==> src/rtl/instr_fetch_stage.sv <==
// Fetch stage between the program counter and decode.
// Samples pc, runs one req/ack read to instruction memory, and presents the
// fetched word to decode through a one-entry valid/ready output register.
// Wrong-path data is dropped on redirect.
// Ports:
//   clk, rst            clock (rising edge), asynchronous active-high reset
//   pc, redirect        current pc and "pc loads a non-sequential target" flag
//   pc_stall            1 = pc must hold this cycle
//   imem_req/addr       memory read request and address (held until ack)
//   imem_ack/rdata      memory read completion and data
//   instr/instr_pc      fetched word and the address it came from
//   instr_valid/ready   decode handshake
//   fetch_err           sticky: a request waited 2**TMO_W-1 cycles or more
module instr_fetch_stage #(
  parameter int unsigned ADDR_W = 32,
  parameter int unsigned DATA_W = 32,
  parameter int unsigned TMO_W  = 8
) (
  input  logic              clk,
  input  logic              rst,
  input  logic [ADDR_W-1:0] pc,
  input  logic              redirect,
  output logic              pc_stall,
  output logic              imem_req,
  output logic [ADDR_W-1:0] imem_addr,
  input  logic              imem_ack,
  input  logic [DATA_W-1:0] imem_rdata,
  output logic [DATA_W-1:0] instr,
  output logic [ADDR_W-1:0] instr_pc,
  output logic              instr_valid,
  input  logic              instr_ready,
  output logic              fetch_err
);

  localparam logic [TMO_W-1:0] TMO_MAX = '1;

  typedef enum logic [1:0] {
    IDLE  = 2'd0,
    WAIT  = 2'd1,
    HOLD  = 2'd2,
    FLUSH = 2'd3
  } state_t;

  state_t            state;
  logic [DATA_W-1:0] skid_data;
  logic [TMO_W-1:0]  timer;
  logic [TMO_W-1:0]  timer_inc;
  logic              slot_free;

  // Output register can accept a new word this cycle.
  assign slot_free = !instr_valid || instr_ready;

  // Saturating wait-cycle count.
  assign timer_inc = (timer == TMO_MAX) ? timer : timer + TMO_W'(1);

  // pc may only advance on the cycle a new fetch address is sampled.
  assign pc_stall = rst || !((state == IDLE) && slot_free && !redirect);

  // imem_addr doubles as the latched request address for the whole transaction.
  always_ff @(posedge clk or posedge rst) begin
    if (rst) begin
      state       <= IDLE;
      imem_req    <= 1'b0;
      imem_addr   <= '0;
      instr       <= '0;
      instr_pc    <= '0;
      instr_valid <= 1'b0;
      skid_data   <= '0;
      timer       <= '0;
      fetch_err   <= 1'b0;
    end else begin
      // Consume or redirect empties the slot unless a capture below refills it.
      if (redirect || (instr_valid && instr_ready)) begin
        instr_valid <= 1'b0;
      end

      case (state)
        IDLE: begin
          timer <= '0;
          if (slot_free && !redirect) begin
            imem_addr <= pc;
            imem_req  <= 1'b1;
            state     <= WAIT;
          end
        end

        WAIT: begin
          timer <= timer_inc;
          if (timer_inc == TMO_MAX) begin
            fetch_err <= 1'b1;
          end
          if (imem_ack) begin
            imem_req <= 1'b0;
            timer    <= '0;
            if (redirect) begin
              state <= IDLE;
            end else if (slot_free) begin
              instr       <= imem_rdata;
              instr_pc    <= imem_addr;
              instr_valid <= 1'b1;
              state       <= IDLE;
            end else begin
              skid_data <= imem_rdata;
              state     <= HOLD;
            end
          end else if (redirect) begin
            // Outstanding read must still complete; its data is dropped.
            state <= FLUSH;
          end
        end

        HOLD: begin
          if (redirect) begin
            skid_data <= '0;
            state     <= IDLE;
          end else if (slot_free) begin
            instr       <= skid_data;
            instr_pc    <= imem_addr;
            instr_valid <= 1'b1;
            state       <= IDLE;
          end
        end

        FLUSH: begin
          timer <= timer_inc;
          if (timer_inc == TMO_MAX) begin
            fetch_err <= 1'b1;
          end
          if (imem_ack) begin
            imem_req <= 1'b0;
            timer    <= '0;
            state    <= IDLE;
          end
        end

        default: state <= IDLE;
      endcase
    end
  end

endmodule

==> config.mk <==
export PLATFORM = sky130hd
export DESIGN_NAME = instr_fetch_stage
export DESIGN_NICKNAME = d
export VERILOG_FILES = /design/src/rtl/instr_fetch_stage.sv
export SDC_FILE = /design/constraint.sdc
export NUM_CORES = 1
export LEC_CHECK = 0
export ABC_AREA = 1
export BUFFER_PORTS_ARGS = -buffer_cell sky130_fd_sc_hd__buf_2
export CAP_MARGIN = 10
export CORE_ASPECT_RATIO = 0.75
export CORE_MARGIN = 2
export CORE_UTILIZATION = 55
export DETAILED_ROUTE_END_ITERATION = 16
export PLACE_DENSITY = 0.84
export SLEW_MARGIN = 10
export SYNTH_ARGS = -nofsm -noshare
export SYNTH_HDL_FRONTEND = slang
export SYNTH_SLANG_ARGS = --single-unit
==> constraint.sdc <==
create_clock -name clk -period 9.4 [get_ports clk]
set_clock_uncertainty 0.1 [all_clocks]
set_input_delay 0.47 -clock clk [delete_from_list [all_inputs] [get_ports clk]]
set_output_delay 0.47 -clock clk [all_outputs]
set_load 0.05 [all_outputs]
# Yosys cells after proc, flatten, opt, wreduce, memory -nomap -nowiden
# Index checks and enable logic that the tools add are counted.
# op_classes
addsub,1
eq_ne,17
n_mux,35
reduce_logical,21
# ops
op,count
32-bit 2-to-1 mux,12
32-bit one-hot mux with 2 select lines,3
"8-bit equality test, second input constant",2
2-bit 2-to-1 mux,8
8-bit 2-to-1 mux,2
"2-bit inequality test, second input constant",8
8-bit one-hot mux with 2 select lines,1
"8-bit by 1-bit adder with 8-bit output, second input constant",1
2-bit one-hot mux with 4 select lines,1
1-bit 2-to-1 mux,6
"3-bit inequality test, second input constant",2
2-bit AND reduction,3
6-bit AND reduction,1
5-bit AND reduction,1
"2-bit equality test, second input constant",2
1-bit logical AND,4
"2-bit by 1-bit inequality test with 1-bit output, second input constant",2
1-bit one-hot mux with 2 select lines,2
4-bit AND reduction,1
2-bit nonzero test,2
1-bit zero test,3
1-bit logical OR,3
3-bit AND reduction,1
"2-bit by 1-bit equality test with 1-bit output, second input constant",1
other kinds (2),2
# totals
regBits,141
in_bits,69
output_inout_bits,100
wordCells,83

# Longest topological paths before layout
# depth
word_depth,7
depth_mapped,10

# Least setup slack after synthesis
# OpenSTA, ideal clock, no wires.
# synth_timing
path_type,input port to output port
startpoint,input port rst
endpoint,output port pc_stall
t_arrival_ns,4.615
t_required_ns,8.830
slack_ns,4.215
cell_stages,2
n_path_buf,0
path_cell_list,inv_1 -> nand2_1
# synth_via
elab_chain_cells,1
# synth_rtl
element,line,text
from (decl),20,"input logic rst,"
1-bit logical OR,57,assign pc_stall = rst || !((state == IDLE) && slot_free && !redirect);
to (decl),23,"output logic pc_stall,"
# Every way passes these cells.

# Final worst setup path
# layout_timing
startpoint,register state[0]
endpoint,output port pc_stall
# layout_via
elab_chain_cells,5
# layout_rtl
element,line,text
from (decl),44,state_t state;
from (signal assigned),62,state <= IDLE;
from (signal assigned),83,state <= WAIT;
from (signal assigned),96,state <= IDLE;
2-bit zero test,57,
1-bit logical AND (2 in a row),57,
1-bit zero test,57,
1-bit logical OR,57,
# Every way passes these cells.

==> flow_summary.toml <==
[floorplan]
ioPinCount = 169
fp.dieArea_sq_mm = 0.0116
die_h_um = 93.6
die_w_um = 123
core_sq_mm = 0.0104
rows = 32
start_util = 0.568

[clock_tree]
htreeDepth = 4
clock_latency_ns = 0.41
cts_tree = "yes"
post_cts_resized = 0
path_clk_slew_ns = 0.06
clockBufferDepth = 2
root_buffer = "clkbuf_16"
cts_sinks = 141
ctsHoldBuffers = 0
cts_inserted_buffers = 17
post-cts-setup-buffer-count = 0

[timing]
post-route-period-util = 0.327
drv_slew = 0
finalCriticalPeriod_ns = 3.07
finalSetupViolCount = 0
tns_ns = 0
tightest_slew_ns = 1.17
grt_setup_unrepaired = "no"
hold_viol_final = 0
max_slew_margin = 0.216
max_freq_mhz = 326

[global_route]
grt_pass1_wl_um = 24300
grt_pass1_vias = 5102
grt_remaining_overflow = 0
grt_antenna_before_repair = 0
track_usage = 0.272
grt_max_degree = 84

[worst_setup_path]
max_stage_delay_ns = 0.76
r2r-end = "skid_data[12]$_DFFE_PP0P_"
cp-end-kind = "output pin"
path_common_cell = "nand2_1"
required_ns = 8.83
worstSetupPathType = "flip-flop to output pin"
crit_fanout = 30
arrival_ns = 2.50
cp-endpoint = "pc_stall"
critical_path_depth = 6
critPathBufInv = 3
cp_top_family = "simple AND/OR/NAND/NOR gates"
startpoint = "state[0]$_DFFE_PP0P_"
ff2ff_setup_slack_ns = 6.35
r2r_start = "state[0]$_DFFE_PP0P_"
worstSetupStartpointType = "flip-flop"
reg2reg_depth = 7
slowest_stage = "nand2_1"
critical_path.cell_chain = "inv_1, ha_1, nand2_1, clkinv_1, nand2_1, buf_2"

[routing]
avgViaCountPerCell = 5.51
drt-wirelength-per-cell_um = 16.1
dr.pass1.iters = 5
drc = 0
drtIter0Drc = 352
antenna_left = 0
route.vias.total = 5121
drt_wl_total_um = 14900

[logic_synthesis]
ys_ff_latch = 141
synthCells = 619
synth_area_sq_mm = 0.00589
synth_warnings = 0
yosys.area.top_type = "dfrtp_1"
seq_area_frac_synth = 0.599
synthDistinctLibCells = 28
synth_top_area_frac = 0.599
yosys-top-cells-area = "dfrtp_1 (60%), nand2_1 (13%), o21ai_0 (6.8%), mux2_2 (5.5%), a31oi_1 (3.4%)"
syn_area_per_cell_sq_um = 9.51
synth_nets = 694

[job]
drv_cap = 0

[run_status]
status = "complete, no violations"

[placed_design]
port_buffers = 168
gp_congestion = 0.891
hpwlAfterDp_um = 9600

[layout]
num-nets-final = 855
diodes = 0
layout-drive-gt1-share = 0.305
area_growth_pct = 27.7
n_fill_cell = 736

[worst_hold_path]
hold_class = "input port to async pin"
-- kinds of logic (layout without fill, tap and decap cells) --
family          count (synthesis)  after routing  synth area share
compound gates                123            123             0.114
buf+inv                        58            232            0.0433
fa+ha+maj                       6              6            0.0127
simple gates                  260            260             0.172
flops                         141            141             0.599
mux                            29             29            0.0554
xor+xnor                        2              2           0.00297
-- placed cells by master, fill, tap and decap left out, types with 2 or more instances in the layout --
master     netlist  final
nor2_2           1      2
a22o_1           2      2
clkbuf_8         0      5
ha_1             6      6
o21ai_1          4      4
bufinv_16        0      6
buf_4            5      4
clkbuf_16        0     17
inv_1           24     23
nand3_1         10     10
nand2_1        202    202
mux2_2          29     29
inv_6            0      2
a31oi_1         32     32
inv_2            2      2
buf_2           10    168
nor2_1          44     43
o21ai_0         80     80
dfrtp_1        141    141
-- registers in the layout, summed over array words and instances (netlist names) --
signal and count:
imem_addr 32, timer 8, skid_data 32, instr 32, instr_pc 32, fetch_err 1
imem_req 1, instr_valid 1, state 2
-- worst reg2reg max path, delay by kind of cell (launching register included) --
family | cells | cell delay [ns]
and+or+nand+nor | 1 | 0.98
buffers and inverters | 3 | 0.86
DFF | 1 | 0.42
AOI/OAI and AO/OA | 2 | 0.41
adders and majority gates | 1 | 0.18
-- cells in the mapped netlist --
| master | instances |
|---|---|
| nor2_1 | 44 |
| clkinv_1 | 1 |
| buf_2 | 10 |
| o21ai_2 | 1 |
| a21boi_0 | 1 |
| ha_1 | 6 |
| buf_4 | 5 |
| a22o_1 | 2 |
| o21ai_1 | 4 |
| o211ai_1 | 1 |
| o22ai_1 | 1 |
| nand2_1 | 202 |
| nand3_1 | 10 |
| nor2_4 | 1 |
| clkbuf_1 | 11 |
| nand2_2 | 1 |
| inv_1 | 24 |
| clkbuf_2 | 5 |
| nor2_2 | 1 |
| o21ai_0 | 80 |
| nor3_4 | 1 |
| dfrtp_1 | 141 |
| inv_2 | 2 |
| a21oi_1 | 1 |
| mux2_2 | 29 |
| xor2_1 | 1 |
| xnor2_1 | 1 |
| a31oi_1 | 32 |
-- worst min-delay path by stage --
stage                     slack [ns]                      start                         to
after floorplan                 0.37  skid_data[10]$_DFFE_PP0P_  skid_data[10]$_DFFE_PP0P_
after global placement          0.35      fetch_err$_DFFE_PP0P_      fetch_err$_DFFE_PP0P_
after detailed placement        0.36      fetch_err$_DFFE_PP0P_      fetch_err$_DFFE_PP0P_
after CTS                       0.13                        rst   imem_addr[9]$_DFFE_PP0P_
after global routing            0.15                     pc[19]  imem_addr[19]$_DFFE_PP0P_
final                            0.1                        rst    instr_pc[3]$_DFFE_PP0P_
-- metrics by stage --
| step | setup slack, ns | hold WS, ns | util | instances | area, sq um |
|---|---|---|---|---|---|
| after CTS | 6.33 | 0.130 | 0.722 | 928 | 7490 |
| after floorplan | 4.22 | 0.372 | - | 619 | 5890 |
| after global routing | 6.01 | 0.151 | 0.725 | 929 | 7520 |
| final | 6.33 | 0.0985 | 0.725 | 929 | 7520 |
| after global placement | 6.59 | 0.350 | 0.655 | 896 | 6790 |
| after detailed placement | 6.46 | 0.356 | 0.655 | 896 | 6790 |
-- final cells by class --
type	count	area, sq um	area share
Tap cell	136	170	0.0226
Clock inverter	9	203	0.0270
Clock buffer	23	498	0.0662
Multi-Input combinational cell	420	2120	0.281
Timing Repair Buffer	173	898	0.119
Sequential cell	141	3530	0.469
Inverter	27	106	0.0141
-- metal layers --
layer,GRT usage,part of all wire
met1,0.342,0.40
met2,0.462,0.52
met3,0.0598,0.057
met4,0.0985,0.022
met5,0,0
Power is left out: the tool's default activity adds up to more than one toggle a clock period on the data nets, which glitch-free logic cannot reach.
